[config.mk]
export PLATFORM = sky130hd
export DESIGN_NAME = strip_preamble
export DESIGN_NICKNAME = d
export VERILOG_FILES = /design/src/rtl/strip_preamble.sv
export SDC_FILE = /design/constraint.sdc
export NUM_CORES = 1
export LEC_CHECK = 0
export BUFFER_PORTS_ARGS = -buffer_cell sky130_fd_sc_hd__clkbuf_2
export CORE_ASPECT_RATIO = 2
export CORE_MARGIN = 1
export CORE_UTILIZATION = 30
export CTS_BUF_LIST = sky130_fd_sc_hd__clkbuf_4
export CTS_CLUSTER_SIZE = 20
export DETAILED_ROUTE_END_ITERATION = 10
export GPL_ROUTABILITY_DRIVEN = 0
export HOLD_SLACK_MARGIN = 0.05
export SETUP_SLACK_MARGIN = 0.1
export SKIP_CTS_REPAIR_TIMING = 1
export SYNTH_ARGS = -nofsm -noshare
export SYNTH_HDL_FRONTEND = slang
export SYNTH_SLANG_ARGS = --single-unit
[constraint.sdc]
create_clock -name clock -period 1.7 [get_ports clock]
set_input_delay 0.085 -clock clock [delete_from_list [all_inputs] [get_ports clock]]
set_output_delay 0.085 -clock clock [all_outputs]
set_load 0.005 [all_outputs]
[src/rtl/strip_preamble.sv]
// strip_preamble: removes Ethernet preamble and SFD from an AXI-Stream byte stream.
// Define STRIP_PREAMBLE_FCS_CHECK_EN to also verify and strip the trailing 4-byte FCS.
module strip_preamble #(
    parameter int MIN_PREAMBLE_BYTES = 6
) (
    input  logic       clock,
    input  logic       aresetn,
    input  logic [7:0] saxis_tdata,
    input  logic       saxis_tvalid,
    output logic       saxis_tready,
    input  logic       saxis_tlast,
    input  logic       saxis_tuser,
    output logic [7:0] maxis_tdata,
    output logic       maxis_tvalid,
    input  logic       maxis_tready,
    output logic       maxis_tlast,
    output logic       maxis_tuser,
    output logic       frame_dropped,
    output logic [1:0] dbg_state_o
);

    typedef enum logic [1:0] {
        ST_PREAMBLE = 2'd0,
        ST_PAYLOAD  = 2'd1,
        ST_DISCARD  = 2'd2
    } state_t;

    // A threshold above 15 can never be met by the saturating 4-bit counter.
    localparam logic [4:0] MIN_L = (MIN_PREAMBLE_BYTES > 16) ? 5'd16 : 5'(MIN_PREAMBLE_BYTES);

    state_t     state_q, state_d;
    logic [3:0] cnt_q, cnt_d;
    logic       err_q, err_d;
    logic       drop_q, drop_d;
    logic [7:0] tdata_q;
    logic       tvalid_q, tlast_q, tuser_q;
    logic       in_acc;
    logic       out_load;
    logic [7:0] out_data;
    logic       out_last, out_user;
    logic       frame_err;

`ifdef STRIP_PREAMBLE_FCS_CHECK_EN
    localparam logic [31:0] CRC_INIT    = 32'hFFFFFFFF;
    localparam logic [31:0] CRC_RESIDUE = 32'hDEBB20E3;

    logic [31:0] crc_q, crc_d, crc_next;
    logic [31:0] sr_q, sr_d;
    logic [2:0]  fill_q, fill_d;

    function automatic logic [31:0] crc32_byte(input logic [31:0] c, input logic [7:0] d);
        logic [31:0] r;
        r = c ^ {24'h0, d};
        for (int k = 0; k < 8; k++) begin
            r = r[0] ? ((r >> 1) ^ 32'hEDB88320) : (r >> 1);
        end
        return r;
    endfunction
`endif

    // Handshake: a beat transfers on a clock edge where tvalid && tready are both high.
    // The single output register may accept a new byte whenever it is empty or draining.
    assign saxis_tready  = !tvalid_q || maxis_tready;
    assign in_acc        = saxis_tvalid && saxis_tready;
    assign maxis_tdata   = tdata_q;
    assign maxis_tvalid  = tvalid_q;
    assign maxis_tlast   = tlast_q;
    assign maxis_tuser   = tuser_q;
    assign frame_dropped = drop_q;
    assign dbg_state_o   = state_q;

    always_comb begin
        state_d   = state_q;
        cnt_d     = cnt_q;
        err_d     = err_q;
        drop_d    = 1'b0;
        out_load  = 1'b0;
        out_data  = saxis_tdata;
        out_last  = 1'b0;
        out_user  = 1'b0;
        frame_err = err_q | saxis_tuser;
`ifdef STRIP_PREAMBLE_FCS_CHECK_EN
        crc_next  = crc32_byte(crc_q, saxis_tdata);
        crc_d     = crc_q;
        sr_d      = sr_q;
        fill_d    = fill_q;
`endif
        if (in_acc) begin
            case (state_q)
                ST_PREAMBLE: begin
                    if (saxis_tdata == 8'h55) begin
                        if (cnt_q != 4'hF) cnt_d = cnt_q + 4'd1;
                    end else if (saxis_tdata == 8'hD5 && {1'b0, cnt_q} >= MIN_L && !saxis_tlast) begin
                        state_d = ST_PAYLOAD;
                        cnt_d   = 4'd0;
                    end else begin
                        state_d = ST_DISCARD;
                        cnt_d   = 4'd0;
                    end
                    if (saxis_tlast) begin
                        state_d = ST_PREAMBLE;
                        cnt_d   = 4'd0;
                        drop_d  = 1'b1;
                    end
                end
                ST_DISCARD: begin
                    if (saxis_tlast) begin
                        state_d = ST_PREAMBLE;
                        cnt_d   = 4'd0;
                        drop_d  = 1'b1;
                    end
                end
                ST_PAYLOAD: begin
                    err_d = frame_err;
`ifdef STRIP_PREAMBLE_FCS_CHECK_EN
                    // Bytes emerge four beats late so the FCS never reaches the output.
                    crc_d = crc_next;
                    sr_d  = {sr_q[23:0], saxis_tdata};
                    if (fill_q == 3'd4) begin
                        out_load = 1'b1;
                        out_data = sr_q[31:24];
                        out_last = saxis_tlast;
                        out_user = saxis_tlast & (frame_err | (crc_next != CRC_RESIDUE));
                    end else begin
                        fill_d = fill_q + 3'd1;
                        drop_d = saxis_tlast;
                    end
`else
                    out_load = 1'b1;
                    out_data = saxis_tdata;
                    out_last = saxis_tlast;
                    out_user = saxis_tlast & frame_err;
`endif
                    if (saxis_tlast) begin
                        state_d = ST_PREAMBLE;
                        err_d   = 1'b0;
`ifdef STRIP_PREAMBLE_FCS_CHECK_EN
                        crc_d   = CRC_INIT;
                        fill_d  = 3'd0;
`endif
                    end
                end
                default: state_d = ST_PREAMBLE;
            endcase
        end
    end

    always_ff @(posedge clock or negedge aresetn) begin
        if (!aresetn) begin
            state_q <= ST_PREAMBLE;
        end else begin
            state_q <= state_d;
        end
    end

    always_ff @(posedge clock or negedge aresetn) begin
        if (!aresetn) begin
            cnt_q    <= 4'd0;
            err_q    <= 1'b0;
            drop_q   <= 1'b0;
            tdata_q  <= 8'h00;
            tvalid_q <= 1'b0;
            tlast_q  <= 1'b0;
            tuser_q  <= 1'b0;
`ifdef STRIP_PREAMBLE_FCS_CHECK_EN
            crc_q    <= CRC_INIT;
            sr_q     <= 32'h0;
            fill_q   <= 3'd0;
`endif
        end else begin
            cnt_q  <= cnt_d;
            err_q  <= err_d;
            drop_q <= drop_d;
`ifdef STRIP_PREAMBLE_FCS_CHECK_EN
            crc_q  <= crc_d;
            sr_q   <= sr_d;
            fill_q <= fill_d;
`endif
            if (out_load) begin
                tvalid_q <= 1'b1;
                tdata_q  <= out_data;
                tlast_q  <= out_last;
                tuser_q  <= out_user;
            end else if (maxis_tready) begin
                tvalid_q <= 1'b0;
            end
        end
    end

endmodule

==> results of run 1 <==
[state kept, by name, summed over array words and instances (netlist names)]
register	cells
err_q	1
maxis_tvalid	1
maxis_tdata	8
dbg_state_o	2
maxis_tuser	1
cnt_q	4
maxis_tlast	1
frame_dropped	1
[cell families after synthesis]
group,Yosys count
mux,9
buf+inv,7
fa+ha+maj,5
flops,19
compound gates,19
simple gates,29
[final cells by class]
class / instances / share of cell area
Timing Repair Buffer: 35 / 0.153
Tap cell: 31 / 0.0296
Inverter: 5 / 0.0143
Sequential cell: 19 / 0.363
Multi-Input combinational cell: 62 / 0.418
Clock buffer: 4 / 0.0229
[metrics by stage]
step           hold WS, ns   util  std cells  setup slack, ns
6_report            0.0511  0.415        156            0.156
5_1_grt             0.0521  0.415        156           0.0674
4_1_cts             -0.272  0.384        152           0.0317
3_5_place_dp        0.0658  0.375        148           0.0549
3_3_place_gp        0.0615  0.375        148            0.116
2_1_floorplan       -0.211      -         88            0.105
[report_power, final]
part / internal, uW / switching (uW) / total [uW] / leakage (uW)
Combinational: 86.2 / 83.3 / 169 / 0.000388
Sequential: 458 / 8.60 / 467 / 0.000262
Clock: 107 / 130 / 238 / 0.0000184
Total: 652 / 222 / 874 / 0.000668
[cells in the mapped netlist, drive strengths merged]
library cell,instances
nand2b,4
buf,2
nand3,5
and3b,1
and4bb,1
inv,5
nand4,1
or2b,1
nand2,4
nand4bb,2
a2111oi,1
ha,5
nor4,1
o22a,1
or2,2
nor2b,1
o21ai,6
and3,1
a211o,1
a21oi,3
o21a,1
mux2,9
o2111ai,1
nor3,3
a41oi,1
a31oi,1
o31ai,3
nor2,1
dfrtp,19
nand4b,1
[metal layers]
layer  vias up  routed length (um)
met4         0                 125
met1       384                 838
met3         8                  61
met2        19                1260
met5         -                   0
li1        398                   -
[path summary, 6_finish.rpt]
check | slack, ns | cells past startpoint | end | start
min in group asynchronous | 0.27 | 2 | maxis_tlast | aresetn
hold / removal | 0.05 | 2 | maxis_tdata[0] | saxis_tdata[0]
max in group asynchronous | 1.11 | 2 | cnt_q[0] | aresetn
hold reg to reg | 0.50 | 2 | maxis_tuser | maxis_tuser
setup reg to reg | 0.16 | 6 | cnt_q[3] | dbg_state_o[1]
setup / recovery | 0.16 | 6 | cnt_q[3] | dbg_state_o[1]
[placed cells by master (no fill, tap or decap), drive strengths merged]
cell type     n
inv           5
o22a          1
nand4b        1
a2111oi       1
and3          1
a21oi         3
o21a          1
a211o         1
o21ai         6
nor3          3
nor2          1
mux2          9
a31oi         1
buf           4
ha            5
nor4          1
nand4bb       2
and3b         1
nand2         4
nand3         5
dlygate4sd3   3
nor2b         1
a41oi         1
or2b          1
dfrtp        19
and4bb        1
nand4         1
o2111ai       1
o31ai         3
nand2b        4
clkbuf       32
or2           2
==> impl_metrics.json, run 1 <==
{
  "grt_pass1_vias": 840,
  "yosys_warnings": 0,
  "met3_usage": 0.0130,
  "synth-compound-area-share": 0.132,
  "clock_latency_ns": 0.29,
  "grt_pass1_wl_um": 3630,
  "grt_max_degree": 20,
  "overflow": 0,
  "crit_family": "flip-flops",
  "finalCriticalPeriod_ns": 1.54,
  "p_total_uw": 874,
  "finClkSkew_ns": 0.00350,
  "outcome": "complete, no violations",
  "synth_xor_area_frac": 0,
  "multi_input_area_um2": 548,
  "place_hpwl_um": 1750,
  "grt_usage": 0.133,
  "slew_headroom": 0.685,
  "drv_slew": 0,
  "use_met1": 0.130,
  "drt-total-wl_um": 2290,
  "die_x_um": 42.7,
  "critical_path.startpoint_type": "flip-flop",
  "area.sequential_um2": 475,
  "port_buffers": 28,
  "synth_top_family_by_area": "simple AND/OR/NAND/NOR gates",
  "cts.sinks": 19,
  "core_mm2": 0.00316,
  "syn_inst": 88,
  "ys_seq_area_frac": 0.479,
  "ys_seq_elements": 19,
  "fillCellCount": 310,
  "cts_max_level": 1,
  "path_buf_inv": 1,
  "avgRoutedWirePerCell_um": 14.7,
  "die_area_mm2": 0.00356,
  "critPathSlowestCell": "dfrtp_1",
  "initial_utilization": 0.314,
  "fp-row-count": 29,
  "grt_use_met2": 0.234,
  "synthMuxAreaShare": 0.102,
  "hp-class": "primary input to flip-flop",
  "first_pass_iters": 4,
  "arrival_ns": 1.73,
  "vias_per_cell": 5.19,
  "busiest_layer": "met2",
  "drc": 0,
  "ant_nets": 0,
  "crit_fanout": 5,
  "max-vdd-ir-drop_v": 0.000525,
  "fin_crit_sh": 0.908,
  "final_area_mm2": 0.00131,
  "synthAdderAreaFrac": 0.0631,
  "antenna_found_initial": 0,
  "yosysUniqueCellTypes": 33,
  "cts_made_buffers": 3,
  "area_delta_synth_final_pct": 32.2,
  "die_h_um": 83.3,
  "setup_tns_ns": 0,
  "rsz0062_at_grt": "no",
  "hold_viol": 0,
  "synth_area_leader_cell": "dfrtp_1",
  "max_stage_delay_ns": 0.44,
  "worst_pin_slew_ns": 0.472,
  "setup_viol": 0,
  "fmax_ghz": 0.647,
  "syn_area_um2": 992,
  "diodes": 0,
  "via_count": 809,
  "cts-root-buf": "clkbuf_4",
  "clkTransAtPathRegs_ns": 0.10,
  "syn-num-nets": 107,
  "drt_iter0_markers": 15,
  "synth.avg_cell_area_um2": 11.3,
  "cp_cell_sequence": "inv_2, ha_4, mux2_4, nand3_4, or2_4, o22a_1",
  "yosysTopAreaCellShare": 0.479,
  "crit_type": "flip-flop to flip-flop",
  "p_per_area_mw_per_mm2": 667,
  "synth-simple-area-share": 0.194,
  "cp.required_ns": 1.88,
  "cts_tree": "done",
  "io_pins": 29,
  "postPlaceCellArea_mm2": 0.00118,
  "leakagePower_uw": 0.000668,
  "clock_path_buffers": 2,
  "max_cap_viol_count": 0,
  "nNetsFinal": 145,
  "end_kind": "flip-flop",
  "layout-drive-gt1-share": 0.456,
  "synth_area_leaders": "dfrtp_1, mux2_2, ha_1, o21ai_0, nand2b_1"
}
(Power assumes the default switching activity.)
==> run 2: changes to the inputs <==
GPL_TIMING_DRIVEN = 0   (was not set)
PLACE_DENSITY = 0.52   (was not set)
==> run 2 against run 1 <==
Sequential share of layout area shrank 1.8 points; worst hold slack gained 0.0017 ns; cell count grew 5.1%; critical endpoint unchanged; largest cell class unchanged.
==> impl_metrics.json, run 2 (same netlist as run 1, synthesis figures left out) <==
{
  "critical_path.startpoint_type": "flip-flop",
  "critPathSlowestCell": "dfrtp_2",
  "grt_pass1_vias": 762,
  "clkTransAtPathRegs_ns": 0.12,
  "drt_iter0_markers": 12,
  "fillCellCount": 311,
  "slew_headroom": 0.682,
  "die_x_um": 42.7,
  "core_mm2": 0.00316,
  "cp_cell_sequence": "inv_4, ha_4, mux2_4, nand3_2, or2_4, o22a_1",
  "place_hpwl_um": 1810,
  "outcome": "complete, no violations",
  "worst_pin_slew_ns": 0.477,
  "max_stage_delay_ns": 0.47,
  "clock_path_buffers": 2,
  "cts-root-buf": "clkbuf_4",
  "end_kind": "flip-flop",
  "setup_ws_ns": 0.109,
  "fmax_ghz": 0.629,
  "die_h_um": 83.3,
  "area.sequential_um2": 478,
  "ant_nets": 0,
  "p_total_uw": 901,
  "crit_family": "flip-flops",
  "max-vdd-ir-drop_v": 0.000587,
  "cp.required_ns": 1.90,
  "hold_viol": 0,
  "pre_cts_slack_ns": -0.0849,
  "hp-class": "primary input to flip-flop",
  "cts.sinks": 19,
  "nNetsFinal": 153,
  "avgRoutedWirePerCell_um": 14.9,
  "holdCritStartpoint": "saxis_tuser",
  "grt_max_degree": 20,
  "rrSetupSlack_ns": 0.11,
  "leakagePower_uw": 0.000693,
  "fp-row-count": 29,
  "drt-total-wl_um": 2450,
  "p_per_area_mw_per_mm2": 649,
  "rsz0062_at_grt": "yes",
  "final_core_util": 0.440,
  "arrival_ns": 1.79,
  "multi_input_area_um2": 551,
  "max_cap_viol_count": 0,
  "cts_tree": "done",
  "clock_latency_ns": 0.31,
  "fin_crit_sh": 0.936,
  "postPlaceCellArea_mm2": 0.00117,
  "setup_viol": 0,
  "crit_fanout": 5,
  "r2r_end": "cnt_q[3]",
  "finalCriticalPeriod_ns": 1.59,
  "cts_made_buffers": 3,
  "drc": 0,
  "crit_type": "flip-flop to flip-flop",
  "largest_reg_flops": 8,
  "cts_max_level": 1,
  "area_delta_synth_final_pct": 40.0,
  "final_area_mm2": 0.00139,
  "final_common_cell": "clkbuf_2",
  "first_pass_iters": 4,
  "antenna_found_initial": 0,
  "final_cell_mix": "clkbuf_2, dfrtp_1, mux2_2, dlygate4sd3_1",
  "overflow": 0,
  "whs_endpoint": "err_q",
  "whs_path_depth": 3,
  "io_pins": 29,
  "port_buffers": 28,
  "reg2reg_depth": 6,
  "vias_per_cell": 5.20,
  "diodes": 0,
  "die_area_mm2": 0.00356,
  "grt_usage": 0.130,
  "layout-drive-gt1-share": 0.459,
  "drv_slew": 0,
  "path_buf_inv": 1,
  "via_count": 852,
  "finClkSkew_ns": 0.0101,
  "grt_pass1_wl_um": 3510,
  "initial_utilization": 0.314,
  "reg2reg_from": "dbg_state_o[0]"
}
run 2: worst reg2reg max path, stage by stage, from the launching register on:
cell     delay [ns]
dfrtp_2        0.47
inv_4          0.09
ha_4           0.16
mux2_4         0.16
nand3_2        0.11
or2_4          0.29
o22a_1         0.21
run 2: stage by stage:
| step | std cells | hold slack (ns) | setup TNS, ns |
|---|---|---|---|
| floorplan | 88 | -0.211 | 0 |
| global placement | 147 | 0.0684 | -0.0609 |
| detailed placement | 147 | 0.0732 | -0.250 |
| CTS | 151 | -0.271 | -0.370 |
| global route | 164 | 0.0626 | 0 |
| finish | 164 | 0.0528 | 0 |
run 2: worst max path at each step:
stage,cells past startpoint,from,endpoint,slack (ns)
floorplan,6,dbg_state_o[0],cnt_q[2],0.10
CTS,6,dbg_state_o[0],cnt_q[1],-0.12
global placement,6,dbg_state_o[0],cnt_q[3],-0.03
global route,6,dbg_state_o[0],cnt_q[2],0.04
finish,6,dbg_state_o[0],cnt_q[3],0.11
detailed placement,6,dbg_state_o[0],cnt_q[1],-0.08
run 2: report_power, final:
group / switching (uW) / leakage, uW / internal [uW]
registers: 9.29 / 0.000260 / 460
clock network: 154 / 0.0000139 / 89.8
logic: 89.2 / 0.000420 / 99.4
total: 252 / 0.000693 / 649
run 2: final cells by class:
class / instances / area share
inverters: 5 / 0.0153
clock inverters: 1 / 0.00541
multi-input cells: 62 / 0.396
clock buffers: 3 / 0.0162
plain buffers: 2 / 0.00901
flip-flops and latches: 19 / 0.344
repair buffers: 41 / 0.186
well taps: 31 / 0.0279
run 2: routing by layer:
metal  track usage  share of wire  vias up
li1              -              -      416
met1         0.134           0.37      401
met2         0.242           0.58       31
met3        0.0217          0.040        4
met4        0.0540          0.013        0
met5             0              0        -
